File: config.mk
export PLATFORM = sky130hd
export DESIGN_NAME = zone_scheduler
export DESIGN_NICKNAME = d
export VERILOG_FILES = /design/src/rtl/zone_scheduler.sv
export SDC_FILE = /design/constraint.sdc
export NUM_CORES = 1
export LEC_CHECK = 0
export BUFFER_PORTS_ARGS = -buffer_cell sky130_fd_sc_hd__buf_2
export CAP_MARGIN = 20
export CORE_MARGIN = 5
export CORE_UTILIZATION = 55
export DETAILED_ROUTE_END_ITERATION = 8
export HOLD_SLACK_MARGIN = 0.1
export PLACE_DENSITY = 0.78
export SETUP_SLACK_MARGIN = 0.05
export SYNTH_ARGS = -nofsm -noshare
export SYNTH_HDL_FRONTEND = slang
export SYNTH_SLANG_ARGS = --single-unit
File: constraint.sdc
create_clock -name clk -period 2.5 [get_ports clk]
set_clock_uncertainty 0.1 [all_clocks]
set_input_delay 0 -clock clk [delete_from_list [all_inputs] [get_ports clk]]
set_output_delay 0 -clock clk [all_outputs]
set_load 0.01 [all_outputs]
File: src/rtl/zone_scheduler.sv
// Round-robin arbiter sharing one heater/cooler plant between N_ZONES thermostats; ZONE0_PRIO_EN gives zone 0 precedence in IDLE.
// Latency: request sampled at edge E drives grant/heat_en/cool_en from edge E; all outputs registered, no input-to-output paths.
// Backpressure: none; requests are levels, held grants last >= MIN_ON cycles and each release is followed by GUARD rest cycles.
module zone_scheduler #(
    parameter int N_ZONES = 4,
    parameter int MIN_ON  = 8,
    parameter int GUARD   = 2,
    localparam int ZW     = $clog2(N_ZONES)
) (
    input  logic               clk,
    input  logic               rstn,
    input  logic [N_ZONES-1:0] req_heat,
    input  logic [N_ZONES-1:0] req_cool,
    output logic [N_ZONES-1:0] grant,
    output logic               heat_en,
    output logic               cool_en,
    output logic [ZW-1:0]      zone_id,
    output logic               busy
);

    localparam int DW = $clog2(MIN_ON) + 1;
    localparam int GW = $clog2(GUARD) + 1;

    typedef enum logic [1:0] {ST_IDLE, ST_RUN, ST_GUARD} state_t;

    state_t             state_q, state_d;
    logic [ZW-1:0]      ptr_q, ptr_d;
    logic [DW-1:0]      dwell_q, dwell_d;
    logic [GW-1:0]      gcnt_q, gcnt_d;
    logic [N_ZONES-1:0] grant_d;
    logic               heat_d, cool_d, busy_d;
    logic [ZW-1:0]      zone_d;

    logic [N_ZONES-1:0] vh, vc, v;
    logic               found, still, keep;
    logic [ZW-1:0]      sel, idx;

    // A zone asking for both heat and cool is treated as idle.
    assign vh = req_heat & ~req_cool;
    assign vc = req_cool & ~req_heat;
    assign v  = vh | vc;

    // heat_en doubles as the latched mode and zone_id as the latched zone while in RUN.
    assign still = heat_en ? vh[zone_id] : vc[zone_id];
    assign keep  = still && !(|(v & ~grant));

    always_comb begin
        state_d = state_q;
        ptr_d   = ptr_q;
        dwell_d = dwell_q;
        gcnt_d  = gcnt_q;
        grant_d = grant;
        heat_d  = heat_en;
        cool_d  = cool_en;
        zone_d  = zone_id;
        busy_d  = busy;
        found   = 1'b0;
        sel     = '0;
        idx     = '0;

        for (int k = 0; k < N_ZONES; k++) begin
            idx = ZW'((int'(ptr_q) + k) % N_ZONES);
            if (!found && v[idx]) begin
                found = 1'b1;
                sel   = idx;
            end
        end
`ifdef ZONE0_PRIO_EN
        if (v[0]) begin
            found = 1'b1;
            sel   = '0;
        end
`endif

        case (state_q)
            ST_IDLE: begin
                if (found) begin
                    state_d = ST_RUN;
                    grant_d = {{(N_ZONES-1){1'b0}}, 1'b1} << sel;
                    heat_d  = vh[sel];
                    cool_d  = ~vh[sel];
                    zone_d  = sel;
                    busy_d  = 1'b1;
                    dwell_d = DW'(MIN_ON - 1);
                end
            end
            ST_RUN: begin
                if (dwell_q != '0) begin
                    dwell_d = dwell_q - DW'(1);
                end else if (!keep) begin
                    state_d = ST_GUARD;
                    grant_d = '0;
                    heat_d  = 1'b0;
                    cool_d  = 1'b0;
                    zone_d  = '0;
                    busy_d  = 1'b1;
                    ptr_d   = (zone_id == ZW'(N_ZONES - 1)) ? '0 : zone_id + ZW'(1);
                    gcnt_d  = GW'(GUARD - 1);
                end
            end
            ST_GUARD: begin
                if (gcnt_q != '0) begin
                    gcnt_d = gcnt_q - GW'(1);
                end else begin
                    state_d = ST_IDLE;
                    busy_d  = 1'b0;
                end
            end
            default: begin
                state_d = ST_IDLE;
                grant_d = '0;
                heat_d  = 1'b0;
                cool_d  = 1'b0;
                zone_d  = '0;
                busy_d  = 1'b0;
            end
        endcase
    end

    always_ff @(posedge clk or negedge rstn) begin
        if (!rstn) begin
            state_q <= ST_IDLE;
            ptr_q   <= '0;
            dwell_q <= '0;
            gcnt_q  <= '0;
            grant   <= '0;
            heat_en <= 1'b0;
            cool_en <= 1'b0;
            zone_id <= '0;
            busy    <= 1'b0;
        end else begin
            state_q <= state_d;
            ptr_q   <= ptr_d;
            dwell_q <= dwell_d;
            gcnt_q  <= gcnt_d;
            grant   <= grant_d;
            heat_en <= heat_d;
            cool_en <= cool_d;
            zone_id <= zone_d;
            busy    <= busy_d;
        end
    end

endmodule

After elaboration in Yosys (flattened, before gate mapping)
Cells that the tools add are included.
{"block": "classes", "add_sub_neg": 6, "n_mul": 0, "div_mod_pow": 0, "order_cmp": 6, "n_eq_ne": 9, "n_shift": 1, "muxes": 55, "bitwise": 11, "reduce_logical": 19}
{"operator": "$mux 2", "n": 15}
{"operator": "$mux 1", "n": 20}
{"operator": "$mux 4", "n": 5}
{"operator": "$lt 2x3->1 const B", "n": 6}
{"operator": "$bmux 1 s2", "n": 7}
{"operator": "$and 4x4->4", "n": 3}
{"operator": "$ne 2x2->1 const B", "n": 6}
{"operator": "$not 4->4", "n": 3}
{"operator": "$pmux 2 s3", "n": 2}
{"operator": "$pmux 4 s3", "n": 1}
{"operator": "$reduce_and 4->1", "n": 3}
{"operator": "$pmux 1 s3", "n": 3}
{"operator": "$pmux 4 s2", "n": 1}
{"operator": "$reduce_and 3->1", "n": 2}
{"operator": "$reduce_bool 2->1", "n": 3}
{"operator": "$add 2x1->2 const B", "n": 2}
{"operator": "$add 2x2->2 const B", "n": 2}
{"operator": "$eq 2x2->1 const B", "n": 2}
{"operator": "$logic_and 1x1->1", "n": 4}
{"operator": "$logic_not 1->1", "n": 4}
{"operator": "$not 1->1", "n": 4}
{"operator": "$or 4x4->4", "n": 1}
{"operator": "$pmux 2 s2", "n": 1}
{"operator": "$reduce_bool 4->1", "n": 1}
{"operator": "6 further kinds", "n": 6}
{"block": "totals", "register_bits": 19, "latchBits": 0, "mem_bits_rw": 0, "mem_bits_ro": 0, "out_inout_bits": 9, "memories": 0}

Depth between registers and ports, before layout
{"block": "logic_depth", "depth_word": 20, "ltp_mapped": 7}

Worst setup path after synthesis
Ideal clock, no wire load.
{"block": "synth_timing", "path_type": "flip-flop to flip-flop", "from": "register zone_id[1]", "to": "register ptr_q[0]", "arrival_time_ns": 1.637, "required_time_ns": 2.275, "setup_slack_ns": 0.638, "path_stages_with_launch": 7, "path_buffers": 1, "synth_period_minus_slack_ns": 1.862, "cell_sequence": "dfrtp_1 > buf_6 > mux2i_1 > a311oi_1 > nand4_2 > nand3_2 > mux2_2"}
{"block": "synth_between", "elab_chain_len": 6, "word_cells_on_any_way": 10}
{"element": "start, declared", "line_no": "17", "rtl": "output logic [ZW-1:0] zone_id,"}
{"element": "start signal, assigned", "line_no": "139", "rtl": "zone_id <= zone_d;"}
{"element": "$bmux 1 s2", "line_no": "44", "rtl": "assign still = heat_en ? vh[zone_id] : vc[zone_id];"}
{"element": "$mux 1 (implied by the code)", "line_no": "44"}
{"element": "$mux 1", "line_no": "44"}
{"element": "$logic_and 1x1->1", "line_no": "45", "rtl": "assign keep = still && !(|(v & ~grant));"}
{"element": "$not 1->1 (no source line)"}
{"element": "$reduce_and 3->1 (no source line)"}
{"element": "end signal, assigned", "line_no": "133", "rtl": "ptr_q <= ptr_d;"}
{"element": "end, declared", "line_no": "27", "rtl": "logic [ZW-1:0] ptr_q, ptr_d;"}
Parallel ways exist; a longest one is shown, timed or not. The select of a mux whose other input is x is not followed.
A chain may end at the register's enable or synchronous reset.

Final worst setup path
{"block": "layout_timing", "from": "register zone_id[1]", "to": "register ptr_q[1]"}
Same word-level chain as after synthesis.

==> summary.md <==
| Metric | Value |
|---|---|
| Outcome | finished clean |
| Site Rows | 17 |
| WHS | 206 ps |
| Area Overhead vs Synth | 13.4% |
| CTS tree | built |
| Worst path arrival time | ~2100 ps |
| Vias per inst | 5.51 |
| I/O Pins | 19 |
| I/O Buffers | 18 |
| CP Cell Sequence | mux2i_1, a311oi_1, nand4_2, nand3_2, mux2_2 |
| Max Cap Viol | 0 |
| Routability cong. | around 0.91 |
| Vias | ~960 |
| PD cells | between 900 and 1000 mW/mm² |
| Core ar. | between 0.002 and 0.0025 mm² |
| DP Wirelength | 1.99 mm |
| Final hold violation count | 0 |
| Total power | between 1 and 1.5 mW |
| Yosys reg bits | 19 |
| Cell count after synthesis | 124 |
| Initial antenna violation count | 0 |
| Final layout net count | about 170 |
| Highest-delay cell along the critical path | dfrtp_1 |
| Total wire length | roughly 2.5 mm |
| Crit path kind | flip-flop to flip-flop |
| Maximum clock rate | 512 MHz |
| CP Capture Type | flip-flop |
| Die Ht | 57.4 µm |
| Leakage power figure | a little over 0.7 nW |
| Synth Net Count | 145 |
| Die W | approximately 57 µm |
| RSZ-0062 raised after global routing | no |
| Netlist cell types | 39 |
| Endpoints failing setup | 0 |
| DRT Pass-1 Iters | 4 |
| CTS clock-pin slew for the worst setup and hold paths | 120 ps |
| Worst path required time | approximately 2600 ps |
| Initial drt markers | 14 |
| N_diodes | 0 |
| Sequential area share after synthesis | 0.385 |
| Fill cells | ~200 |
| Setup bufs post-CTS | 0 |
| Clock Sinks | 19 |
| Synth warn | 0 |
| Worst min path class | primary input to flip-flop |
| First-pass GRT wire length | between 4 and 5 mm |
| Number of global-route vias before repair | a little over 1,000 |
| Num CTS Buffers | 3 |
| VDD IR max | between 0.6 and 0.7 mV |
| CTS max path bufs | 2 |
| Reg2Reg Depth | 5 |
| Clk Latency, worst-skew pair | roughly 300 ps |
| Slew HR | 0.449 |
| Largest net degree at the start of global routing | 20 |
| Critical path's largest stage delay | 560 ps |
| Final worst path period need | around 2000 ps |
| Initial Util | 0.570 |
| Final Max Tran Viols | 0 |
| DR DRC count | 0 |
| Syn_area_per_cell | around 10 µm² |
| Setup TNS | 0 ps |
| Hold Path Stages | 5 |
| H-tree levels | 1 |
| Mean routed wirelength per cell | around 14 µm |
| Root buf cell | clkbuf_4 |
| GRT Total Usage | 0.168 |
| Detail Route Antenna Nets | 0 |
| Fin crit share | 0.781 |
| CP startpoint kind | flip-flop |
| Worst-Margin Slew | just over 800 ps |
| GR Overflow Total | 0 |
| DIE AREA | about 0.0033 mm² |
| Crit-path max FO | 7 |
| Post-synthesis cell area | between 0.001 and 0.0015 mm² |
| Layout cells sized above 1 | 0.259 |
-- cell usage after synthesis, drive strengths merged --
cell type | number | area share
inv | 14 | 0.043
nand4 | 3 | 0.032
mux2i | 6 | 0.049
nand3b | 4 | 0.024
o2bb2ai | 3 | 0.021
o21bai | 1 | 0.0061
a31o | 1 | 0.0071
dfrtp | 19 | 0.38
a21o | 2 | 0.013
nor2b | 3 | 0.015
nor2 | 11 | 0.033
a31oi | 1 | 0.0051
o21ai | 5 | 0.029
buf | 1 | 0.0091
nand4b | 1 | 0.0071
a221o | 1 | 0.0091
and2b | 1 | 0.0061
a211o | 1 | 0.0081
nand3 | 3 | 0.016
clkbuf | 1 | 0.0030
mux2 | 3 | 0.027
nor4 | 1 | 0.0051
or3 | 1 | 0.0051
a22o | 3 | 0.023
nor3b | 1 | 0.010
o22ai | 2 | 0.010
nand2 | 9 | 0.027
a2bb2oi | 2 | 0.014
a311oi | 1 | 0.0071
a21bo | 1 | 0.0081
nand2b | 1 | 0.0051
ha | 11 | 0.11
a21oi | 6 | 0.024
-- worst max-delay path: cells and delay by family (launching register included) --
family / cells / cell delay [ps]
multiplexers: 2 / 480
AND/OR/NAND/NOR: 2 / 380
flip-flops: 1 / 560
AO/OA/AOI/OAI: 1 / 330
-- state kept, by name, summed over array words and instances (netlist names), 2 cells and up --
name,flops
ptr_q,2
gcnt_q,2
grant,4
zone_id,2
dwell_q,4
state_q,2
-- kinds of logic after synthesis --
kind of cell	count (synthesis)	synth area share
buffers and inverters	16	0.0547
and+or+nand+nor	39	0.187
AOI/OAI and AO/OA	30	0.186
DFF	19	0.385
muxes	9	0.0759
adders and majority gates	11	0.111
-- final cells by class --
type / count / area (µm²) / area share
multi-input combinational: 89 / 693 / 0.495
clock inverter: 1 / 5.00 / 0.00357
sequential: 19 / 475 / 0.339
timing repair buffer: 21 / 118 / 0.0839
tap: 28 / 35.0 / 0.0250
inverter: 14 / 52.6 / 0.0375
clock buffer: 3 / 22.5 / 0.0161
-- power breakdown --
part	switching (mW)	total [mW]	internal, mW
registers	0.140	0.571	0.431
logic	0.334	0.649	0.316
clock network	0.0972	0.157	0.0595
-- path summary, 6_finish.rpt --
kind	from	endpoint	slack, ps
worst min-delay path	req_heat[0]	heat_en	210
worst max register to register	zone_id[1]	ptr_q[1]	550
worst max-delay path	zone_id[1]	ptr_q[1]	550
worst min register to register	dwell_q[0]	dwell_q[0]	370
max in group asynchronous	rstn	zone_id[0]	1020
min in group asynchronous	rstn	zone_id[1]	770
-- layer usage --
layer	share of wire	track usage	wire length (µm)	vias to the layer above
li1	-	-	-	488
met1	0.44	0.206	1100	453
met2	0.51	0.294	1280	19
met3	0.038	0.0339	95	4
met4	0.011	0.0530	28	0
met5	0	0	0	-
-- placed cells by master (no fill, tap or decap), types with 3 or more instances in the layout --
cell type   n
a21oi_1     6
o21ai_0     4
nand2_1     9
clkbuf_4    3
dfrtp_1    19
o2bb2ai_1   3
nor2_1     11
nor2b_1     3
mux2_2      3
inv_1      14
mux2i_1     6
ha_1       11
buf_2      18
nand3b_1    4
-- through the flow --
stage / utilization / area [µm²] / worst slack [ps] / instances
floorplan: - / 1240 / 638 / 124
global placement: 0.624 / 1350 / 591 / 169
detailed placement: 0.624 / 1350 / 545 / 169
CTS: 0.646 / 1400 / 545 / 175
global route: 0.646 / 1400 / 418 / 175
finish: 0.646 / 1400 / 547 / 175
-- what timing repair did --
action	4_1_cts	5_1_grt
hold buffers	2	0
hold endpoints to repair	19	0
resized for setup	0	0
Power figures use the tool's default switching activity.
